$ cat src/rtl/matmul_loader.sv
// Streams the x and y operands of a VECTOR_SIZE x VECTOR_SIZE multiply into two BRAMs,
// launches the multiplier and waits for its done level. Optional: MATMUL_LOADER_CYCLE_CNT_EN.
module matmul_loader #(
    parameter int DATA_WIDTH  = 32,
    parameter int ADDR_WIDTH  = 12,
    parameter int VECTOR_SIZE = 64
) (
    input  logic                  clock,
    input  logic                  reset,
    input  logic [DATA_WIDTH-1:0] in_data,
    input  logic                  in_valid,
    output logic                  in_ready,
    output logic [DATA_WIDTH-1:0] x_din,
    output logic [ADDR_WIDTH-1:0] x_wr_addr,
    output logic                  x_wr_en,
    output logic [DATA_WIDTH-1:0] y_din,
    output logic [ADDR_WIDTH-1:0] y_wr_addr,
    output logic                  y_wr_en,
    output logic                  start,
    input  logic                  done,
    output logic                  busy,
    output logic                  complete,
    output logic [31:0]           cycle_count
);
    localparam int N = VECTOR_SIZE * VECTOR_SIZE;
    localparam logic [ADDR_WIDTH-1:0] LAST_IDX = ADDR_WIDTH'(N - 1);

    typedef enum logic [2:0] {
        LOAD_X,
        LOAD_Y,
        START,
        WAIT_LOW,
        WAIT_HIGH
    } state_t;

    state_t                state_reg;
    logic [ADDR_WIDTH-1:0] index_reg;
    logic                  ready_en_reg;
    logic [DATA_WIDTH-1:0] x_din_reg;
    logic [ADDR_WIDTH-1:0] x_wr_addr_reg;
    logic                  x_wr_en_reg;
    logic [DATA_WIDTH-1:0] y_din_reg;
    logic [ADDR_WIDTH-1:0] y_wr_addr_reg;
    logic                  y_wr_en_reg;
    logic                  start_reg;
    logic                  complete_reg;

    logic load_state;
    logic transfer;
    logic last_word;

    // ready_en_reg holds in_ready low for the first cycle after reset is released
    assign load_state = (state_reg == LOAD_X) || (state_reg == LOAD_Y);
    assign in_ready   = ready_en_reg && load_state && !reset;
    assign transfer   = in_valid && in_ready;
    assign last_word  = (index_reg == LAST_IDX);
    assign busy       = !((state_reg == LOAD_X) && (index_reg == '0));

    assign x_din     = x_din_reg;
    assign x_wr_addr = x_wr_addr_reg;
    assign x_wr_en   = x_wr_en_reg;
    assign y_din     = y_din_reg;
    assign y_wr_addr = y_wr_addr_reg;
    assign y_wr_en   = y_wr_en_reg;
    assign start     = start_reg;
    assign complete  = complete_reg;

    always_ff @(posedge clock) begin
        if (reset) begin
            state_reg     <= LOAD_X;
            index_reg     <= '0;
            ready_en_reg  <= 1'b0;
            x_din_reg     <= '0;
            x_wr_addr_reg <= '0;
            x_wr_en_reg   <= 1'b0;
            y_din_reg     <= '0;
            y_wr_addr_reg <= '0;
            y_wr_en_reg   <= 1'b0;
            start_reg     <= 1'b0;
            complete_reg  <= 1'b0;
        end else begin
            ready_en_reg <= 1'b1;
            x_wr_en_reg  <= 1'b0;
            y_wr_en_reg  <= 1'b0;
            start_reg    <= 1'b0;
            complete_reg <= 1'b0;
            case (state_reg)
                LOAD_X: begin
                    if (transfer) begin
                        x_din_reg     <= in_data;
                        x_wr_addr_reg <= index_reg;
                        x_wr_en_reg   <= 1'b1;
                        if (last_word) begin
                            index_reg <= '0;
                            state_reg <= LOAD_Y;
                        end else begin
                            index_reg <= index_reg + ADDR_WIDTH'(1);
                        end
                    end
                end
                LOAD_Y: begin
                    if (transfer) begin
                        y_din_reg     <= in_data;
                        y_wr_addr_reg <= index_reg;
                        y_wr_en_reg   <= 1'b1;
                        if (last_word) begin
                            index_reg <= '0;
                            state_reg <= START;
                            start_reg <= 1'b1;
                        end else begin
                            index_reg <= index_reg + ADDR_WIDTH'(1);
                        end
                    end
                end
                START: begin
                    state_reg <= WAIT_LOW;
                end
                // A done level left high from the previous run must drop before it counts
                WAIT_LOW: begin
                    if (!done) begin
                        state_reg <= WAIT_HIGH;
                    end
                end
                WAIT_HIGH: begin
                    if (done) begin
                        complete_reg <= 1'b1;
                        state_reg    <= LOAD_X;
                    end
                end
                default: begin
                    state_reg <= LOAD_X;
                end
            endcase
        end
    end

`ifdef MATMUL_LOADER_CYCLE_CNT_EN
    logic [31:0] cycle_cnt_reg;
    logic        run_state;

    assign run_state = (state_reg == START) || (state_reg == WAIT_LOW) || (state_reg == WAIT_HIGH);

    // Cleared on the edge into START so the START cycle reads 0
    always_ff @(posedge clock) begin
        if (reset) begin
            cycle_cnt_reg <= '0;
        end else if ((state_reg == LOAD_Y) && transfer && last_word) begin
            cycle_cnt_reg <= '0;
        end else if (run_state && (cycle_cnt_reg != 32'hFFFF_FFFF)) begin
            cycle_cnt_reg <= cycle_cnt_reg + 32'd1;
        end
    end

    assign cycle_count = cycle_cnt_reg;
`else
    assign cycle_count = 32'd0;
`endif

endmodule

$ cat config.mk
export PLATFORM = sky130hd
export DESIGN_NAME = matmul_loader
export DESIGN_NICKNAME = d
export VERILOG_FILES = /design/src/rtl/matmul_loader.sv
export SDC_FILE = /design/constraint.sdc
export NUM_CORES = 1
export LEC_CHECK = 0
export BUFFER_PORTS_ARGS = -buffer_cell sky130_fd_sc_hd__buf_2
export CORE_ASPECT_RATIO = 1.5
export CORE_MARGIN = 5
export CORE_UTILIZATION = 50
export CTS_CLUSTER_DIAMETER = 60
export CTS_CLUSTER_SIZE = 24
export DETAILED_ROUTE_END_ITERATION = 6
export GPL_TIMING_DRIVEN = 1
export PLACE_DENSITY = 0.81
export REMOVE_ABC_BUFFERS = 1
export SLEW_MARGIN = 20
export SYNTH_ARGS = -nofsm -noshare
export SYNTH_HDL_FRONTEND = slang
export SYNTH_SLANG_ARGS = --single-unit
$ cat constraint.sdc
create_clock -name clock -period 6.65 [get_ports clock]
set_input_delay 1.995 -clock clock [delete_from_list [all_inputs] [get_ports clock]]
set_output_delay 1.995 -clock clock [all_outputs]
set_load 0.05 [all_outputs]
; Yosys cells after proc, flatten, opt, wreduce, memory -nomap -nowiden
; Index checks and enable logic that the tools add are counted.
[word_totals]
reg_bits = 108
inputBits = 36
output_inout_bits = 126
elab_cells = 57
[classes]
n_addsub = 1
n_eq_ne = 11
n_mux = 12
n_bitwise = 4
reduce_logical = 18
[ops]
columns = operator, n
row1 = 2-to-1 mux 3 bit, 6
row2 = one-hot mux 3 bit (5 select lines), 1
row3 = "adder 12 x 1 -> 12 bit, second input constant", 1
row4 = "== test 12 bit, second input constant", 1
row5 = logical NOT 12 bit, 1
row6 = 2-to-1 mux 12 bit, 1
row7 = "inequality test 2 bit, second input constant", 6
row8 = OR reduction 2 bit, 4
row9 = "== test 3 x 2 -> 1 bit, second input constant", 2
row10 = AND reduction 2 bit, 3
row11 = AND reduction 6 bit, 1
row12 = logical AND 1 bit, 4
row13 = 2-to-1 mux 1 bit, 4
row14 = NOT 1 bit, 4
row15 = "== test 3 x 1 -> 1 bit, second input constant", 1
row16 = "== test 3 bit, second input constant", 1
row17 = logical NOT 3 bit, 1
row18 = OR reduction 3 bit, 1
row19 = logical NOT 1 bit, 2
row20 = logical OR 1 bit, 1

; Depth between registers and ports, before layout
[depth]
depth_word = 7
depth_mapped = 8
ltp_nobuf = 6

; Worst setup path before layout
; Ideal clock, no wire load.
[synth_timing]
kind = input-to-output
startpoint = input port reset
endpoint = output port in_ready
t_arrival_ns = 2.859
required_ns = 4.655
slack_ns = 1.796
path_stages = 3
n_path_buf = 1
path_cell_list = buf_2 -> or4b_4 -> clkinv_2
[synth_between]
elab_chain_len = 2
[synth_lines]
columns = element, line_no
row1 = "start, declared", 9  ; input logic reset,
row2 = logical NOT 1 bit, 54  ; assign in_ready = ready_en_reg && load_state && !reset;
row3 = logical AND 1 bit, 54
row4 = "end, declared", 12  ; output logic in_ready,
; No other way between the ends.

; Worst setup path after layout
; Ends and elaborated chain as after synthesis.

==> flow_summary.ini <==
[outcome]
status = complete, no violations

[sta]
max_freq_ghz = 0.1949
hold_slack_ns = 0.4503
slew_headroom_pct = 36.22
hold_viol = 0
setup_viol = 0
drv_slew = 0
rsz0062_at_grt = no
finalCritPeriodShare_pct = 77.17
skew_ns = 0.009070
tns_ns = 0
worst_slew_pin_slew_ns = 0.9567
min_period_ns = 5.132

[die]
fp-row-count = 41
io_pins = 162
dieHeight_microns = 122.8
die_area_sq_um = 10470
die_w_microns = 85.22
start_util_pct = 50.74
core_sq_um = 8362

[synthesis]
synth_top_area_share_pct = 50.96
ys_seq_area_share_pct = 50.96
yosysTopAreaCell = dfxtp_1
synth_edf_count = 0
ys_ff_latch = 108
ys_warn_count = 0
synthTopCellsByCount = nand2_1 (181), dfxtp_1 (108), a21oi_1 (91)
post-synth-top-count-cell = nand2_1
ys_async_sr_fraction_pct = 0
avgSynthCellArea_sq_um = 8.082
ys_types = 34
syn_area_sq_um = 4243
synth_area_leaders = dfxtp_1 (51%), nand2_1 (16%), a21oi_1 (11%)
synthFlopType = dfxtp_1
syn_inst = 525

[layout]
final_layout_size_suffix_gt1_share_pct = 24.33
fin_cells = 740
ff_latch_area_sq_um = 2162
fin_nets = 667
area_delta_synth_final_pct = 18.20
fin_util_pct = 59.97
antennaDiodeCount = 0
multi_input_area_sq_um = 1730
nFillCells = 768

[worst_hold_path]
min_path_cells = 2
hp-start = y_din[24]
worstHoldPathType = reg -> reg

[critical_path]
crit_family = simple AND/OR/NAND/NOR gates
setup.worst_path.end_class = primary output
worstSetupStartpoint = reset
cp-start-kind = primary input
cp_max_fo = 11
cp.buffers_inverters = 3
cp_data_required_time_ns = 4.66
cp_common_cell = buf_2
crit_type = in -> out
r2r_start = state_reg[2]
cp.depth = 4
cpMaxStageDelayCell = or4b_4
critPathMaxStageDelay_ns = 0.58
crit_chain = buf_2 > or4b_4 > clkinv_2 > buf_2
cp.arrival_ns = 3.14
reg2reg_depth = 6

[global_route]
grt_overflow = 0
grt_usage_pct = 19.09
grt_max_degree = 98
grt_antenna_before_repair = 0
grt_pass1_wl_microns = 16100
grt_pass1_vias = 3451

[clock_network]
clk_latency_ns = 0.34
cts_resized = 0
cts_inserted_buffers = 9
postCtsSetupRepairBufs = 0
cts_tree = done
h-tree-depth = 3
cts_hold_buf = 0
clockRootBuffer = clkbuf_16
clock-sinks = 108
clk_pin_slew_ns = 0.06
cts.path.max_buffers = 2

[place]
post-dp-hpwl_microns = 6960
gp_congestion = 0.7568
post-place-cells = 725
io_buffers = 129

[routing]
wire_per_inst_microns = 13.67
final_antenna_net_count = 0
route.detailed.drc = 0
first_iter_violations = 211
dr_total_vias = 3726
dr.pass1.iters = 4
routed_via_density = 5.035
drt_wl_total_microns = 10120

[power_and_ir_drop]
leakage_nw = 2.119
ir_drop_mv = 0.1378
power_density_nw_per_um2 = 261.1

[flow_run]
timing.max_cap.violations = 0
## cells in the final DEF, fill, tap and decap left out, types with 2 or more instances in the layout
master / Yosys / final
a21oi_1: 91 / 91
buf_2: 2 / 129
clkbuf_16: 0 / 9
clkbuf_8: 0 / 2
clkinv_2: 2 / 2
conb_1: 1 / 32
dfxtp_1: 108 / 108
ha_1: 2 / 2
inv_1: 5 / 5
nand2_1: 181 / 181
nand3_1: 6 / 6
nand4_1: 6 / 6
nor2_1: 16 / 16
nor3_1: 7 / 7
nor4_1: 4 / 4
nor4_2: 4 / 4
xnor2_1: 9 / 9
## layer usage
metal	track usage, %	vias up	share of wire (%)
met4	8.812	0	2.9
met5	0	-	0
li1	-	1843	-
met3	4.231	21	6.5
met2	34.78	132	54
met1	20.80	1730	37
## power by group
| part | internal [W] | total (W) | switching [W] |
|---|---|---|---|
| sequential | 0.000654 | 0.000658 | 0.00000377 |
| clock | 0.000311 | 0.000532 | 0.000221 |
| combinational | 0.0000200 | 0.000120 | 0.0000996 |
## tightest hold or removal path, stage by stage, from the launching register on
cell     delay (ns)
dfxtp_1        0.30
nand2_1        0.05
a21oi_1        0.05
## stage by stage
| stage | instance area (sq um) | power (W) | worst slack, ns |
|---|---|---|---|
| floorplan | 3925 | 0.0007556 | 1.856 |
| global placement | 4712 | 0.0007903 | 1.525 |
| detailed placement | 4712 | 0.0007921 | 1.522 |
| CTS | 5015 | 0.001323 | 1.519 |
| global route | 5015 | 0.001356 | 1.491 |
| finish | 5015 | 0.001310 | 1.518 |
## logic make-up after synthesis
group	share of synthesized area, %
fa+ha+maj	0.5897
xor+xnor	2.064
buf+inv	11.00
simple gates	23.83
other cells	0.08838
compound gates	11.47
flops	50.96
## layout make-up
cell class,instances,area share (%)
tap,107,2.670
inverter,8,0.6487
clock buffer,12,5.115
timing repair buffer,130,13.02
clock inverter,3,0.9232
multi-input combinational,372,34.51
sequential,108,43.11
## final timing paths
path                     to  slack [ns]
setup reg to reg   y_din[5]        3.67
hold / removal    y_din[24]        0.45
setup / recovery   in_ready        1.52
hold reg to reg   y_din[24]        0.45
(Power assumes the default switching activity.)
